**src/rtl/uart_tx_port.sv**
```systemverilog
// Memory-mapped 8N1 UART transmitter for the 65C02 bus: a CPU-writable byte FIFO
// feeding a serial engine, with registered (one-cycle) reads of STATUS and LEVEL.
module uart_tx_port #(
  parameter int BAUD_DIV = 27,
  parameter int FIFO_AW  = 4
) (
  input  logic       clk,
  input  logic       reset,
  input  logic       sel,
  input  logic [1:0] reg_addr,
  input  logic       write_enable,
  input  logic [7:0] data_in,
  output logic [7:0] data_out,
  output logic       tx,
  output logic       busy
);

  localparam int DEPTH = 1 << FIFO_AW;
  localparam int BW    = (BAUD_DIV > 1) ? $clog2(BAUD_DIV) : 1;

  localparam logic [BW-1:0]      BAUD_LAST = BW'(BAUD_DIV - 1);
  localparam logic [BW-1:0]      BAUD_ONE  = BW'(1);
  localparam logic [FIFO_AW:0]   FULL_CNT  = {1'b1, {FIFO_AW{1'b0}}};
  localparam logic [FIFO_AW:0]   CNT_ONE   = (FIFO_AW + 1)'(1);
  localparam logic [FIFO_AW-1:0] PTR_ONE   = FIFO_AW'(1);

  localparam logic [1:0] REG_DATA   = 2'd0;
  localparam logic [1:0] REG_STATUS = 2'd1;
  localparam logic [1:0] REG_LEVEL  = 2'd2;

  typedef enum logic [1:0] {
    S_IDLE,
    S_START,
    S_DATA,
    S_STOP
  } state_e;

  logic [7:0]         fifo_mem [DEPTH];
  logic [FIFO_AW-1:0] wr_ptr_q, wr_ptr_d;
  logic [FIFO_AW-1:0] rd_ptr_q, rd_ptr_d;
  logic [FIFO_AW:0]   count_q, count_d;
  logic               overflow_q, overflow_d;
  state_e             state_q, state_d;
  logic [BW-1:0]      baud_q, baud_d;
  logic [2:0]         bit_idx_q, bit_idx_d;
  logic [7:0]         shift_q, shift_d;
  logic               tx_q, tx_d;
  logic [7:0]         data_out_q, data_out_d;

  logic fifo_full, fifo_empty, baud_done;
  logic push_req, push_ok, pop_en, status_wr;

  always_comb begin
    fifo_full  = (count_q == FULL_CNT);
    fifo_empty = (count_q == '0);
    baud_done  = (baud_q == '0);
    push_req   = sel && write_enable && (reg_addr == REG_DATA);
    status_wr  = sel && write_enable && (reg_addr == REG_STATUS);
  end

  // Serial engine. tx_d is computed from the state being entered so that tx is a
  // plain flop output and changes exactly on state/bit boundaries.
  // NOTE: every always_comb output gets a default first so no path infers a latch.
  always_comb begin
    state_d   = state_q;
    baud_d    = baud_q;
    bit_idx_d = bit_idx_q;
    shift_d   = shift_q;
    tx_d      = tx_q;
    pop_en    = 1'b0;
    unique case (state_q)
      S_IDLE: begin
        tx_d = 1'b1;
        if (!fifo_empty) begin
          pop_en  = 1'b1;
          shift_d = fifo_mem[rd_ptr_q];
          state_d = S_START;
          baud_d  = BAUD_LAST;
          tx_d    = 1'b0;
        end
      end
      S_START: begin
        if (baud_done) begin
          state_d   = S_DATA;
          baud_d    = BAUD_LAST;
          bit_idx_d = 3'd0;
          tx_d      = shift_q[0];
        end else begin
          baud_d = baud_q - BAUD_ONE;
        end
      end
      S_DATA: begin
        if (baud_done) begin
          baud_d = BAUD_LAST;
          if (bit_idx_q == 3'd7) begin
            state_d = S_STOP;
            tx_d    = 1'b1;
          end else begin
            bit_idx_d = bit_idx_q + 3'd1;
            shift_d   = {1'b0, shift_q[7:1]};
            tx_d      = shift_q[1];
          end
        end else begin
          baud_d = baud_q - BAUD_ONE;
        end
      end
      S_STOP: begin
        if (baud_done) begin
          baud_d = BAUD_LAST;
          // Back-to-back frames: the next start bit follows the stop bit directly.
          if (!fifo_empty) begin
            pop_en  = 1'b1;
            shift_d = fifo_mem[rd_ptr_q];
            state_d = S_START;
            tx_d    = 1'b0;
          end else begin
            state_d = S_IDLE;
            tx_d    = 1'b1;
          end
        end else begin
          baud_d = baud_q - BAUD_ONE;
        end
      end
      default: begin
        state_d = S_IDLE;
        tx_d    = 1'b1;
      end
    endcase
  end

  // FIFO bookkeeping; a pop in the same cycle frees the slot a full-FIFO push needs.
  always_comb begin
    push_ok  = push_req && (!fifo_full || pop_en);
    wr_ptr_d = push_ok ? (wr_ptr_q + PTR_ONE) : wr_ptr_q;
    rd_ptr_d = pop_en  ? (rd_ptr_q + PTR_ONE) : rd_ptr_q;
    count_d  = count_q;
    unique case ({push_ok, pop_en})
      2'b10:   count_d = count_q + CNT_ONE;
      2'b01:   count_d = count_q - CNT_ONE;
      default: count_d = count_q;
    endcase
    overflow_d = overflow_q;
    if (status_wr) overflow_d = 1'b0;
    if (push_req && !push_ok) overflow_d = 1'b1;
  end

  assign busy = (state_q != S_IDLE) || !fifo_empty;

  // Read path samples the pre-update register values.
  always_comb begin
    data_out_d = 8'h00;
    if (sel) begin
      unique case (reg_addr)
        REG_STATUS: data_out_d = {4'b0000, overflow_q, busy, fifo_full, fifo_empty};
        REG_LEVEL:  data_out_d = 8'(count_q);
        default:    data_out_d = 8'h00;
      endcase
    end
  end

  // NOTE: sequential state uses non-blocking assignments only, so every flop sees
  // the values from before the edge regardless of statement order.
  always_ff @(posedge clk) begin
    if (reset) begin
      wr_ptr_q   <= '0;
      rd_ptr_q   <= '0;
      count_q    <= '0;
      overflow_q <= 1'b0;
      state_q    <= S_IDLE;
      baud_q     <= '0;
      bit_idx_q  <= 3'd0;
      shift_q    <= 8'h00;
      tx_q       <= 1'b1;
      data_out_q <= 8'h00;
    end else begin
      wr_ptr_q   <= wr_ptr_d;
      rd_ptr_q   <= rd_ptr_d;
      count_q    <= count_d;
      overflow_q <= overflow_d;
      state_q    <= state_d;
      baud_q     <= baud_d;
      bit_idx_q  <= bit_idx_d;
      shift_q    <= shift_d;
      tx_q       <= tx_d;
      data_out_q <= data_out_d;
    end
  end

  // NOTE: the storage array is deliberately not reset; count/pointers define validity,
  // and leaving it reset-free lets it map onto plain RAM.
  always_ff @(posedge clk) begin
    if (push_ok) fifo_mem[wr_ptr_q] <= data_in;
  end

  assign tx       = tx_q;
  assign data_out = data_out_q;

endmodule

```
**config.mk**
```make
export PLATFORM = sky130hd
export DESIGN_NAME = uart_tx_port
export DESIGN_NICKNAME = d
export VERILOG_FILES = /design/src/rtl/uart_tx_port.sv
export SDC_FILE = /design/constraint.sdc
export NUM_CORES = 1
export LEC_CHECK = 0
export ABC_AREA = 1
export BUFFER_PORTS_ARGS = -buffer_cell sky130_fd_sc_hd__buf_2
export CAP_MARGIN = 10
export CORE_MARGIN = 2
export CORE_UTILIZATION = 60
export DETAILED_ROUTE_END_ITERATION = 16
export PLACE_DENSITY = 0.78
export SLEW_MARGIN = 20
export SYNTH_ARGS = -nofsm -noshare
export SYNTH_HDL_FRONTEND = slang
export SYNTH_SLANG_ARGS = --single-unit
```
**constraint.sdc**
```tcl
create_clock -name clk -period 2.51 [get_ports clk]
set_input_delay 0.6275 -clock clk [delete_from_list [all_inputs] [get_ports clk]]
set_output_delay 0.6275 -clock clk [all_outputs]
set_load 0.005 [all_outputs]
```
==> summary.txt <==
Cells and area
  – Antenna cell count: 0
  – Area Growth Syn to Fin: 13.4%
  – Most common cell after layout, fill and taps aside: edfxtp_1
  – Layout cells sized above 1: between 10% and 20%
  – Nets: 743
  – Most frequent cells in the layout: edfxtp_1, nor2_1, o21ai_0
  – Fin area: a little over 8000 µm²
  – Final non-filler cell total: between 800 and 900

Timing
  – Min cycle time layout: between 2000 and 2500 ps
  – Max Clk Rate: between 400 and 500 MHz
  – Layout Skew: 7.84 ps
  – Fin crit share: 94.4%
  – Slew Viols, Final: 0
  – Final hold violation count: 0
  – Worst Tran Pin Value: 625 ps
  – Max_slew headroom: 58.3%
  – Final setup fails: 0
  – Setup ws final: 140 ps

Place
  – Area after DPL: approximately 7600 µm²
  – GPL Wtd Cong: 0.847
  – Dpl ws: 92.9 ps
  – I/O Buffers: 20
  – Cell total after placement: 837
  – HPWL after detailed placement: just over 10000 µm

Worst setup path
  – Critical path's largest stage delay: 380 ps
  – R2R depth: 18
  – Critical path arrival: 2690 ps
  – Worst setup SP type: flip-flop
  – WS Path Type: reg2reg
  – Critical Path RT: 2830 ps
  – Reg2reg end: count_q[4]
  – Worst path most repeated cell: inv_1
  – Delay-heaviest family, CP: simple AND/OR/NAND/NOR gates
  – Crit path cell chain: inv_1 -> ha_1 -> inv_2 -> nand2_4 -> a21oi_4 -> nand2_4 -> inv_2 -> or2_4 -> nand2_1 -> inv_1 -> ha_1 -> inv_1 -> nand2_1 -> nand4_1 -> inv_1 -> nand2_1 -> a21oi_1 -> nor2_1
  – Crit path max fanout: 6
  – Crit. End Element: flip-flop
  – CP Buf/Inv Count: 6
  – FF-to-FF Start: state_q[0]
  – Reg2reg setup slack: 140 ps
  – Slowest-stage cell, CP: dfxtp_2

Synth
  – Yosys cell types: 44
  – Mapped Avg Cell Area: 10.8 µm²
  – Yosys warnings: 0
  – Ranking of synthesized cells by area: edfxtp_1, dfxtp_1, nor2_1, o21ai_0, nand2_1
  – Post-synth EDFFs: 128
  – Post-synthesis instance total: about 670
  – Seq/Total Area, Yosys: between 60% and 70%
  – Ys async rst share: 0%
  – Netlist area before placement: between 7000 and 8000 µm²
  – Register bit count reported by yosys: between 150 and 200
  – Top cell type by total area after synthesis: edfxtp_1
  – Top_reg_cell synth: edfxtp_1
  – Synth top area share: 53.0%

Clock network
  – Num Clock Sinks: 170
  – Htree depth: 4
  – CTS tree: yes
  – Worst-path clk slew: 60 ps
  – Worst skew pair latency: around 430 ps
  – CTS max path bufs: 2
  – Clock root cell: clkbuf_16
  – TritonCTS Buffers: 17

GRT
  – GRT Total Usage: roughly a quarter
  – Initial antenna violation count: 0
  – Remaining Overflow, GRT: 0
  – Vias in the first global route: ~5000
  – First-pass GRT wire length: about 25000 µm
  – Largest net degree at the start of global routing: 65

Detailed routing
  – 1st-iter DRT viols: 469
  – WL/cell: roughly 18 µm
  – DRC: 0
  – Post-route ant nets: 0
  – Total wire length: 15700 µm
  – Vias: between 5000 and 6000
  – Vias/cell: 5.91
  – DRT Pass-1 Iters: 5

Worst hold path
  – Worst min path class: reg2reg
  – Hold wc startpoint: count_q[4]
  – Hold depth: 2
  – Hold EP: data_out[4]

Floorplan
  – Die W: 114 µm
  – # rows: 40
  – Top-level port count: 24
  – Core region area: around 12000 µm²
  – Initial Util: 60.9%
  – Die area: 13000 µm²
  – Die Ht: 114 µm

Power and ir drop
  – Pwr/cell area: 988 nW/µm²
  – Peak VDD IR: around 0.58 mV
  – Leak: 3.04 nW
  – Power Total: 8.12 mW

Status
  – Status: completed

Run
  – Max-cap check violation count: 0
[layer usage]
layer | global-route usage, % | vias to the layer above | wire length (µm)
li1 | - | 2444 | -
met1 | 32.9 | 2450 | 6410
met2 | 42.1 | 208 | 7750
met3 | 5.63 | 36 | 1140
met4 | 10.6 | 0 | 358
met5 | 0 | - | 0
[kinds of logic after synthesis]
family	share of synthesized area [%]
xor+xnor	0.121
buf+inv	4.59
compound gates	13.6
flops	64.6
fa+ha+maj	3.28
simple gates	13.7
other cells	0.0517
[state kept, by name, summed over array words and instances (netlist names), named ones only]
signal,flops
state_q,2
wr_ptr_q,4
bit_idx_q,3
shift_q,8
overflow_q,1
rd_ptr_q,4
tx,1
fifo_mem,128
baud_q,5
count_q,5
data_out,5
[area by class of cell]
class | count | area, µm²
clock buffers | 17 | 425
clock inverters | 15 | 150
fillers | 839 | 3690
inverters | 49 | 188
multi-input cells | 422 | 2250
flip-flops and latches | 170 | 4690
well taps | 147 | 184
repair buffers | 50 | 338
[how the worst max path moves through the flow]
stage,endpoint,startpoint,slack (ps),cells past startpoint
3_3_place_gp,fifo_mem[3][2],reg_addr[0],140,11
4_1_cts,count_q[4],state_q[0],40,18
6_report,count_q[4],state_q[0],140,18
3_5_place_dp,fifo_mem[3][5],reg_addr[0],90,11
2_1_floorplan,count_q[4],reg_addr[0],230,15
5_1_grt,count_q[4],state_q[0],-0.06,18
[worst register-to-register path, delay by kind of cell, from the launching register on]
kind / cells / cell delay (ps)
buffers and inverters: 6 / 480
adder cells (fa/ha/maj): 2 / 460
flip-flops: 1 / 380
AO/OA/AOI/OAI: 2 / 320
AND/OR/NAND/NOR: 8 / 630
[timing repair]
action                     CTS  global route
buffers inserted             0             1
setup endpoints to repair    0            11
resized for setup            0             5
hold buffers                 0             0
[per-stage QoR]
step	TNS [ps]	hold slack, ps	util, %
floorplan	0	414	-
global placement	0	420	64.1
detailed placement	0	432	64.1
CTS	0	442	68.9
global route	-0.0606	460	69.0
finish	0	442	69.0
[synthesized netlist by cell type (all sizes together), types with 2 or more instances]
| library cell | instances |
|---|---|
| nor3 | 4 |
| o221ai | 14 |
| edfxtp | 128 |
| nand3 | 27 |
| nand4 | 4 |
| inv | 46 |
| o211ai | 14 |
| and3 | 2 |
| or2 | 2 |
| buf | 10 |
| clkbuf | 20 |
| a31oi | 3 |
| o22ai | 12 |
| nand2 | 74 |
| nor2 | 118 |
| a22oi | 3 |
| clkinv | 3 |
| dfxtp | 42 |
| ha | 19 |
| a21oi | 32 |
| o21ai | 83 |
[power breakdown]
part / switching (mW) / leakage (nW) / internal (mW)
clock network: 1.06 / 0.272 / 1.46
registers: 0.142 / 1.50 / 3.18
logic: 1.51 / 1.27 / 0.764
total: 2.72 / 3.04 / 5.41
Power figures use the tool's default switching activity.
